===== src/rtl/dbi_tx_cmd_arbiter_if.sv =====
// Handshake bundle between the command sources, dbi_tx_cmd_arbiter and dbi_tx_phy.
// slave = the arbiter; master = whatever drives the requests and the PHY ready.
interface dbi_tx_cmd_arbiter_if #(
  parameter int NUM_REQ    = 2,
  parameter int REQ_ID_W   = 1,
  parameter int DBI_IF_D_W = 8
);
  logic [NUM_REQ*DBI_IF_D_W-1:0] req_cmd_typ_i;
  logic [NUM_REQ*DBI_IF_D_W-1:0] req_cmd_dat_i;
  logic [NUM_REQ-1:0]            req_no_dat_i;
  logic [NUM_REQ-1:0]            req_last_i;
  logic [NUM_REQ-1:0]            req_vld_i;
  logic [NUM_REQ-1:0]            req_rdy_o;
  logic [DBI_IF_D_W-1:0]         dtp_tx_cmd_typ_o;
  logic [DBI_IF_D_W-1:0]         dtp_tx_cmd_dat_o;
  logic                          dtp_tx_no_dat_o;
  logic                          dtp_tx_last_o;
  logic                          dtp_tx_vld_o;
  logic                          dtp_tx_rdy_i;
  logic [REQ_ID_W-1:0]           gnt_id_o;
  logic                          busy_o;

  modport slave (
    input  req_cmd_typ_i, req_cmd_dat_i, req_no_dat_i, req_last_i, req_vld_i,
    output req_rdy_o,
    output dtp_tx_cmd_typ_o, dtp_tx_cmd_dat_o, dtp_tx_no_dat_o, dtp_tx_last_o, dtp_tx_vld_o,
    input  dtp_tx_rdy_i,
    output gnt_id_o, busy_o
  );

  modport master (
    output req_cmd_typ_i, req_cmd_dat_i, req_no_dat_i, req_last_i, req_vld_i,
    input  req_rdy_o,
    input  dtp_tx_cmd_typ_o, dtp_tx_cmd_dat_o, dtp_tx_no_dat_o, dtp_tx_last_o, dtp_tx_vld_o,
    output dtp_tx_rdy_i,
    input  gnt_id_o, busy_o
  );
endinterface


===== src/rtl/dbi_tx_cmd_arbiter.sv =====
// Round-robin, packet-locked arbiter sharing one dbi_tx_phy command path between
// NUM_REQ sources, with a one-entry registered output stage toward the PHY.
module dbi_tx_cmd_arbiter #(
  parameter int NUM_REQ    = 2,
  parameter int REQ_ID_W   = 1,
  parameter int DBI_IF_D_W = 8
) (
  input logic                 clk,
  input logic                 rst_n,
  dbi_tx_cmd_arbiter_if.slave bus
);
  // state | meaning
  // IDLE  | no owner; round-robin pick starting at ptr+1 when any source is valid
  // LOCK  | gnt owns the PHY path until it hands over a beat with last or no_dat
  localparam logic [0:0] ST_IDLE = 1'b0;
  localparam logic [0:0] ST_LOCK = 1'b1;
  localparam int         W       = DBI_IF_D_W;

  logic [0:0]          state;
  logic [REQ_ID_W-1:0] ptr;
  logic [REQ_ID_W-1:0] gnt;
  logic [REQ_ID_W-1:0] pick;
  logic [REQ_ID_W-1:0] cand;
  logic                pick_vld;

  logic [W-1:0]        sel_typ;
  logic [W-1:0]        sel_dat;
  logic                sel_no_dat;
  logic                sel_last;
  logic                sel_vld;
  logic [NUM_REQ-1:0]  rdy;

  logic                slot_free;
  logic                accept;
  logic                eop;

  logic [W-1:0]        typ_q;
  logic [W-1:0]        dat_q;
  logic                no_dat_q;
  logic                last_q;
  logic                vld_q;

  always_comb begin
    pick     = '0;
    cand     = '0;
    pick_vld = 1'b0;
    for (int i = 1; i <= NUM_REQ; i++) begin
      cand = REQ_ID_W'((int'(ptr) + i) % NUM_REQ);
      if (!pick_vld && bus.req_vld_i[cand]) begin
        pick     = cand;
        pick_vld = 1'b1;
      end
    end
  end

  assign slot_free = !vld_q || bus.dtp_tx_rdy_i;

  always_comb begin
    sel_typ    = '0;
    sel_dat    = '0;
    sel_no_dat = 1'b0;
    sel_last   = 1'b0;
    sel_vld    = 1'b0;
    rdy        = '0;
    for (int k = 0; k < NUM_REQ; k++) begin
      if (gnt == REQ_ID_W'(k)) begin
        sel_typ    = bus.req_cmd_typ_i[k*W +: W];
        sel_dat    = bus.req_cmd_dat_i[k*W +: W];
        sel_no_dat = bus.req_no_dat_i[k];
        sel_last   = bus.req_last_i[k];
        sel_vld    = bus.req_vld_i[k];
        rdy[k]     = (state == ST_LOCK) && slot_free;
      end
    end
  end

  assign accept = (state == ST_LOCK) && sel_vld && slot_free;
  // A command-only beat closes the packet even when last is low.
  assign eop    = sel_last || sel_no_dat;

  always_ff @(posedge clk or negedge rst_n) begin
    if (!rst_n) begin
      state <= ST_IDLE;
      ptr   <= REQ_ID_W'(NUM_REQ - 1);
      gnt   <= '0;
    end else begin
      case (state)
        ST_IDLE: begin
          if (pick_vld) begin
            gnt   <= pick;
            state <= ST_LOCK;
          end
        end
        ST_LOCK: begin
          if (accept && eop) begin
            ptr   <= gnt;
            state <= ST_IDLE;
          end
        end
        default: state <= ST_IDLE;
      endcase
    end
  end

  // Load on accept, drain on PHY pop; both in one cycle keeps 1 beat/clk.
  always_ff @(posedge clk or negedge rst_n) begin
    if (!rst_n) begin
      typ_q    <= '0;
      dat_q    <= '0;
      no_dat_q <= 1'b0;
      last_q   <= 1'b0;
      vld_q    <= 1'b0;
    end else if (accept) begin
      typ_q    <= sel_typ;
      dat_q    <= sel_dat;
      no_dat_q <= sel_no_dat;
      last_q   <= sel_last;
      vld_q    <= 1'b1;
    end else if (bus.dtp_tx_rdy_i) begin
      vld_q    <= 1'b0;
    end
  end

  assign bus.req_rdy_o        = rdy;
  assign bus.dtp_tx_cmd_typ_o = typ_q;
  assign bus.dtp_tx_cmd_dat_o = dat_q;
  assign bus.dtp_tx_no_dat_o  = no_dat_q;
  assign bus.dtp_tx_last_o    = last_q;
  assign bus.dtp_tx_vld_o     = vld_q;
  assign bus.gnt_id_o         = gnt;
  assign bus.busy_o           = (state == ST_LOCK) || vld_q;
endmodule

===== src/flat_wrapper.sv =====
// flat-port wrapper written by rule: the top's interface ports become plain ports
module dbi_tx_cmd_arbiter_flat 
#(
  parameter int NUM_REQ    = 2,
  parameter int REQ_ID_W   = 1,
  parameter int DBI_IF_D_W = 8
)
  (clk, rst_n, bus_req_cmd_typ_i, bus_req_cmd_dat_i, bus_req_no_dat_i, bus_req_last_i, bus_req_vld_i, bus_req_rdy_o, bus_dtp_tx_cmd_typ_o, bus_dtp_tx_cmd_dat_o, bus_dtp_tx_no_dat_o, bus_dtp_tx_last_o, bus_dtp_tx_vld_o, bus_dtp_tx_rdy_i, bus_gnt_id_o, bus_busy_o);
  dbi_tx_cmd_arbiter_if #(.NUM_REQ(NUM_REQ), .REQ_ID_W(REQ_ID_W), .DBI_IF_D_W(DBI_IF_D_W)) bus_i ();
  input logic clk;
  input logic rst_n;
  input wire logic [$bits(bus_i.req_cmd_typ_i)-1:0] bus_req_cmd_typ_i;
  input wire logic [$bits(bus_i.req_cmd_dat_i)-1:0] bus_req_cmd_dat_i;
  input wire logic [$bits(bus_i.req_no_dat_i)-1:0] bus_req_no_dat_i;
  input wire logic [$bits(bus_i.req_last_i)-1:0] bus_req_last_i;
  input wire logic [$bits(bus_i.req_vld_i)-1:0] bus_req_vld_i;
  output wire logic [$bits(bus_i.req_rdy_o)-1:0] bus_req_rdy_o;
  output wire logic [$bits(bus_i.dtp_tx_cmd_typ_o)-1:0] bus_dtp_tx_cmd_typ_o;
  output wire logic [$bits(bus_i.dtp_tx_cmd_dat_o)-1:0] bus_dtp_tx_cmd_dat_o;
  output wire logic [$bits(bus_i.dtp_tx_no_dat_o)-1:0] bus_dtp_tx_no_dat_o;
  output wire logic [$bits(bus_i.dtp_tx_last_o)-1:0] bus_dtp_tx_last_o;
  output wire logic [$bits(bus_i.dtp_tx_vld_o)-1:0] bus_dtp_tx_vld_o;
  input wire logic [$bits(bus_i.dtp_tx_rdy_i)-1:0] bus_dtp_tx_rdy_i;
  output wire logic [$bits(bus_i.gnt_id_o)-1:0] bus_gnt_id_o;
  output wire logic [$bits(bus_i.busy_o)-1:0] bus_busy_o;
  assign bus_i.req_cmd_typ_i = bus_req_cmd_typ_i;
  assign bus_i.req_cmd_dat_i = bus_req_cmd_dat_i;
  assign bus_i.req_no_dat_i = bus_req_no_dat_i;
  assign bus_i.req_last_i = bus_req_last_i;
  assign bus_i.req_vld_i = bus_req_vld_i;
  assign bus_req_rdy_o = bus_i.req_rdy_o;
  assign bus_dtp_tx_cmd_typ_o = bus_i.dtp_tx_cmd_typ_o;
  assign bus_dtp_tx_cmd_dat_o = bus_i.dtp_tx_cmd_dat_o;
  assign bus_dtp_tx_no_dat_o = bus_i.dtp_tx_no_dat_o;
  assign bus_dtp_tx_last_o = bus_i.dtp_tx_last_o;
  assign bus_dtp_tx_vld_o = bus_i.dtp_tx_vld_o;
  assign bus_i.dtp_tx_rdy_i = bus_dtp_tx_rdy_i;
  assign bus_gnt_id_o = bus_i.gnt_id_o;
  assign bus_busy_o = bus_i.busy_o;
  dbi_tx_cmd_arbiter #(.NUM_REQ(NUM_REQ), .REQ_ID_W(REQ_ID_W), .DBI_IF_D_W(DBI_IF_D_W)) u_core (.clk(clk), .rst_n(rst_n), .bus(bus_i));
endmodule

===== config.mk =====
export PLATFORM = sky130hd
export DESIGN_NAME = dbi_tx_cmd_arbiter_flat
export DESIGN_NICKNAME = d
export VERILOG_FILES = /design/src/rtl/dbi_tx_cmd_arbiter_if.sv /design/src/rtl/dbi_tx_cmd_arbiter.sv /design/src/flat_wrapper.sv
export SDC_FILE = /design/constraint.sdc
export NUM_CORES = 1
export LEC_CHECK = 0
export ABC_CLOCK_PERIOD_IN_PS = 4110
export CAP_MARGIN = 40
export CORE_MARGIN = 3
export CORE_UTILIZATION = 35
export CTS_BUF_LIST = sky130_fd_sc_hd__clkbuf_8
export CTS_CLUSTER_DIAMETER = 50
export DETAILED_ROUTE_END_ITERATION = 16
export PLACE_DENSITY = 0.77
export SLEW_MARGIN = 20
export SYNTH_ARGS = -nofsm -noshare
export SYNTH_HDL_FRONTEND = slang
export SYNTH_SLANG_ARGS = --single-unit

===== constraint.sdc =====
create_clock -name clk -period 4.11 [get_ports clk]
set_input_delay 1.0275 -clock clk [delete_from_list [all_inputs] [get_ports clk]]
set_output_delay 1.0275 -clock clk [all_outputs]
set_load 0.02 [all_outputs]

==> results.cfg, run 1 <==
[status]
outcome = finished, final reports clean

[cts]
clk_latency_ns = 0.26
path_clk_slew_ns = 0.07
cts_root_buffer = clkbuf_8
cts_htree_levels = 1
ctsResizeCount = 0
clock_sink_count = 22
postCtsSetupBuffers = 0
cts_buffers = 3
cts_tree = done
cts_buffer_depth = 2
holdBufCountCts = 0

[yosys]
synthFlopType = dfrtp_1
async_reset_ff_share_pct = 100
avgSynthCellArea_sq_um = 10.3
synth_area_sq_um = 1030
yosysWarnings = 0
syn-instance-count = 100
seq_area_frac_synth_pct = 53.5
synth_nets = 141
synth-edff-count = 0
postSynthRegisterBits = 22
synth_cell_type_count = 20

[job]
cap_violations = 0

[global_routing]
grt_overflow_total = 0
grt_pass1_wl_microns = 4330
grt_max_degree = 22
antenna_found_initial = 0
grt_pass1_vias = 962
track_usage_pct = 16.2

[detailed_routing]
drt-vias-per-instance = 4.89
wirelength_microns = 2800
highest_layer = met4
post-route-drc-count = 0
wl_met3_microns = 286
vias = 948
routed-wl-met2_microns = 1410
antenna_left = 0
drt-wirelength-per-cell_microns = 14.4
first_pass_iters = 4
drtIter0Drc = 10
wl_met1_microns = 1070

[min_path]
hp-class = reg -> reg
min_path_cells = 2

[critical_path]
cp_data_required_time_ns = 3.08
path_depth = 5
critPathKind = in -> out
cp_slowest_cell = clkdlybuf4s50_1
crit_top_cell = clkdlybuf4s50_1
worstPathMaxFanout = 4
endpoint_kind = output port
cp_cell_sequence = clkdlybuf4s50_1, nand2b_1, nand2_1, nor2_1, clkdlybuf4s50_1
crit_buf_inv = 2
r2r_cells = 5
critical-path-top-delay-family = buffers and inverters
cp_slowest_stage_delay_ns = 0.62
critPathLaunchType = input pin
crit_arrival_ns = 2.42

[power]
p_leak_nw = 0.780
p_per_area_nw_per_um2 = 716
vdd_drop_max_mv = 0.415

[timing]
finClkSkew_ns = 0.00255
fmax_ghz = 0.290
period_needed_ns = 3.45
setup_viol = 0
slew_violations = 0
post-route-period-util_pct = 83.8
worst_slew_pin_slew_ns = 0.675
holdWs_ns = 0.483
finalHoldViolations = 0
relSlewSlack_pct = 55.0
tns_ns = 0
rsz0062_at_grt = no

[floorplanning]
die-area_sq_um = 3640
die_h_microns = 60.3
fp.coreArea_sq_um = 2780
io_pins = 64
die_width_microns = 60.3
num_rows = 19
start_util_pct = 37.1

[final_layout]
area_delta_synth_final_pct = 68.8
nets = 205
multi_input_area_sq_um = 443
n_fill_cell = 234
drive_gt1_share_pct = 5.52
regArea_sq_um = 552
antenna-diode-count = 0

[placed_design]
place_congestion = 0.823
dp_hpwl_microns = 2320
io_buffers = 63
Yosys cell counts (2+ instances only):
master / n / area share (%)
buf_2: 3 / 1.5
clkbuf_1: 3 / 1.1
dfrtp_1: 21 / 51
mux2i_1: 18 / 17
nand2_1: 22 / 8.0
nor2_1: 2 / 0.73
o21ai_0: 18 / 8.7
through the flow:
stage	std cells	total power [mW]	instance area, sq um	utilization (%)	worst slack [ns]
5_1_grt	194	1.33	1740	62.7	0.626
3_3_place_gp	189	1.10	1680	60.5	0.706
2_1_floorplan	100	0.800	1030	-	1.58
3_5_place_dp	190	1.13	1700	61.0	0.663
6_report	194	1.25	1740	62.7	0.665
4_1_cts	194	1.26	1740	62.7	0.660
area by class of cell:
cell class              count  area share (%)
well taps                  31            2.23
inverters                   1           0.215
clock buffers               3            2.37
clock inverters             1           0.215
multi-input cells          70            25.4
repair buffers             66            37.9
flip-flops and latches     22            31.7
final timing paths:
kind,start,to,slack [ns]
setup / recovery,bus_dtp_tx_rdy_i,bus_req_rdy_o[0],0.66
hold / removal,u_core.bus.dtp_tx_cmd_dat_o[2],u_core.bus.dtp_tx_cmd_dat_o[2],0.48
setup reg to reg,u_core.bus.gnt_id_o,u_core.ptr,1.51
hold reg to reg,u_core.bus.dtp_tx_cmd_dat_o[2],u_core.bus.dtp_tx_cmd_dat_o[2],0.48
max in group asynchronous,rst_n,u_core.ptr,2.56
min in group asynchronous,rst_n,u_core.bus.dtp_tx_cmd_typ_o[6],1.05
worst min-delay path, cell delays in order (launching register included):
cell	delay, ns
dfrtp_1	0.35
nand2_1	0.05
o21ai_0	0.06
cells in the final DEF, fill, tap and decap left out, drive strengths merged:
| cell | n |
|---|---|
| clkdlybuf4s50 | 63 |
| dfrtp | 21 |
| nand2b | 1 |
| dfstp | 1 |
| and3 | 1 |
| nand3 | 1 |
| inv | 2 |
| o21ai | 18 |
| a32o | 1 |
| nand2 | 22 |
| mux2 | 2 |
| clkbuf | 3 |
| or2 | 1 |
| a211o | 1 |
| buf | 3 |
| nor2 | 2 |
| o31a | 1 |
| nor3 | 1 |
| mux2i | 18 |
logic make-up after synthesis:
family                 share of synthesized area, %
AO/OA/AOI/OAI                                  11.4
buffers and inverters                          3.64
flip-flops                                     53.5
multiplexers                                   20.0
AND/OR/NAND/NOR                                11.5
power by group:
group	switching, mW	internal (mW)	leakage (nW)
registers	0.0894	0.327	0.267
logic	0.346	0.352	0.486
clock network	0.0662	0.0665	0.0269
total	0.502	0.746	0.780
per-layer routing:
metal / GRT usage [%] / up-vias
met1: 19.0 / 432
met3: 5.83 / 4
met5: 0 / -
li1: - / 470
met4: 5.70 / 0
met2: 27.3 / 42
state kept, by name (all words and copies together), names as in the netlist:
register / cells
u_core.bus.gnt_id_o: 1
u_core.bus.dtp_tx_cmd_dat_o: 8
u_core.ptr: 1
u_core.bus.dtp_tx_no_dat_o: 1
u_core.bus.dtp_tx_cmd_typ_o: 8
u_core.bus.dtp_tx_vld_o: 1
u_core.bus.dtp_tx_last_o: 1
u_core.state: 1
Note: power is estimated with default switching activity, not from simulation.
==> run 2: changes to the inputs <==
ABC_CLOCK_PERIOD_IN_PS = 2800   (was 4110)
CORE_UTILIZATION = 34   (was 35)
PLACE_DENSITY = 0.78   (was 0.77)
clock period = 2.8 ns   (was 4.11 ns; I/O delays follow)
==> results.cfg, run 2 (synthesis gave the netlist of run 1 again) <==
[power]
vdd_drop_max_mv = 0.563
p_seq_share_pct = 31.0
switching_share_pct = 39.7
p_per_area_nw_per_um2 = 1050
combPwrFrac_pct = 58.4
p_leak_nw = 0.791
pwr-share-clk_pct = 10.6
power_switching_mw = 0.734
p_int_mw = 1.12

[status]
outcome = finished, final reports clean

[final_layout]
n_fill_cell = 239
fin_util_pct = 62.1
final_common_cell = clkdlybuf4s50_1
mostFrequentLayoutCells = clkdlybuf4s50_1, nand2_1, dfrtp_1, mux2i_1, o21ai_0
nets = 208
drive_gt1_share_pct = 7.23
area_delta_synth_final_pct = 70.3
antenna-diode-count = 0
stdcell_area_sq_um = 1760
fin_cells = 197

[cts]
cts_buffer_depth = 2
cts_htree_levels = 1
ctsResizeCount = 0
holdBufCountCts = 0
cts_root_buffer = clkbuf_8
path_clk_slew_ns = 0.08
clk_latency_ns = 0.26
cts_tree = done
cts_buffers = 3
clock_sink_count = 22
postCtsSetupBuffers = 0

[critical_path]
crit_top_cell = clkdlybuf4s50_1
critPathKind = in -> out
cp_slowest_stage_delay_ns = 0.61
critPathLaunchType = input pin
r2r_cells = 5
r2r_slack_ns = 1.11
endpoint_kind = output port
crit_arrival_ns = 2.04
r2r-start = u_core.bus.gnt_id_o
cp_cell_sequence = clkdlybuf4s50_1, nand2b_1, and3_1, clkdlybuf4s50_1
reg2reg_to = u_core.ptr
cp_slowest_cell = clkdlybuf4s50_1
worstPathMaxFanout = 3
cp_data_required_time_ns = 2.10

[timing]
rsz0062_at_grt = no
fmax_ghz = 0.364
finalHoldViolations = 0
finClkSkew_ns = 0.00348
setup_viol = 0
period_needed_ns = 2.74
post-route-period-util_pct = 98.0
holdWs_ns = 0.487
tns_ns = 0
worst_slew_pin_slew_ns = 0.288
relSlewSlack_pct = 80.8
slew_violations = 0

[placed_design]
place_congestion = 0.691
post_dp_cell_area_sq_um = 1710
post-place-cells = 193
dp_hpwl_microns = 2160
io_buffers = 63

[min_path]
worstHoldStart = u_core.bus.dtp_tx_cmd_dat_o[3]
hold_end = u_core.bus.dtp_tx_cmd_dat_o[3]
min_path_cells = 2
hp-class = reg -> reg

[floorplanning]
num_rows = 19
fp.coreArea_sq_um = 2830
die_h_microns = 61.1
start_util_pct = 36.5
die-area_sq_um = 3730
io_pins = 64
die_width_microns = 61.1

[detailed_routing]
drt-wirelength-per-cell_microns = 13.6
antenna_left = 0
post-route-drc-count = 0
wirelength_microns = 2690
drt-vias-per-instance = 4.78
vias = 941
drtIter0Drc = 18
first_pass_iters = 4

[global_routing]
track_usage_pct = 15.8
grt_pass1_wl_microns = 4400
grt_max_degree = 23
grt_pass1_vias = 999
grt_overflow_total = 0
antenna_found_initial = 0

[job]
cap_violations = 0
## run 2: worst max-delay path by stage
stage,startpoint,to,slack (ns),depth (start not counted)
floorplan,u_core.bus.gnt_id_o,bus_req_rdy_o[1],0.78,3
global placement,bus_dtp_tx_rdy_i,bus_req_rdy_o[1],0.08,4
detailed placement,bus_dtp_tx_rdy_i,bus_req_rdy_o[1],0.04,4
CTS,bus_dtp_tx_rdy_i,bus_req_rdy_o[1],0.04,4
global route,bus_dtp_tx_rdy_i,bus_req_rdy_o[0],0.004,5
finish,bus_dtp_tx_rdy_i,bus_req_rdy_o[1],0.06,4
## run 2: per-layer routing
layer  track usage [%]  share of wire [%]  vias to the layer above
met5                 0                  0                        -
met4              4.64               0.48                        0
met3              7.97                 13                        2
met2              26.1                 50                       43
met1              17.8                 36                      423
li1                  -                  -                      473
## run 2: area by class of cell
class                      instances  area [sq um]  share of cell area [%]
multi-input combinational         70           443                    25.2
clock inverter                     1          3.75                   0.214
clock buffer                       3          41.3                    2.35
tap                               31          38.8                    2.21
inverter                           1          3.75                   0.214
sequential                        22           552                    31.4
timing repair buffer              69           676                    38.4
## run 2: per-stage QoR
step	total power [mW]	setup slack, ns
floorplan	1.17	0.777
global placement	1.63	0.0820
detailed placement	1.68	0.0394
CTS	1.88	0.0380
global route	2.00	0.00372
finish	1.85	0.0558
## run 2: critical path, delay by kind of cell
kind,cells,cell delay [ns]
buffers and inverters,2,1.06
and+or+nand+nor,2,0.29
## run 2: power groups by stage
stage | sequential (mW) | clock [mW] | combinational (mW)
finish | 0.574 | 0.197 | 1.08
global route | 0.600 | 0.223 | 1.18
CTS | 0.577 | 0.208 | 1.10
detailed placement | 0.582 | 0 | 1.10
global placement | 0.570 | 0 | 1.06
floorplan | 0.740 | 0 | 0.435
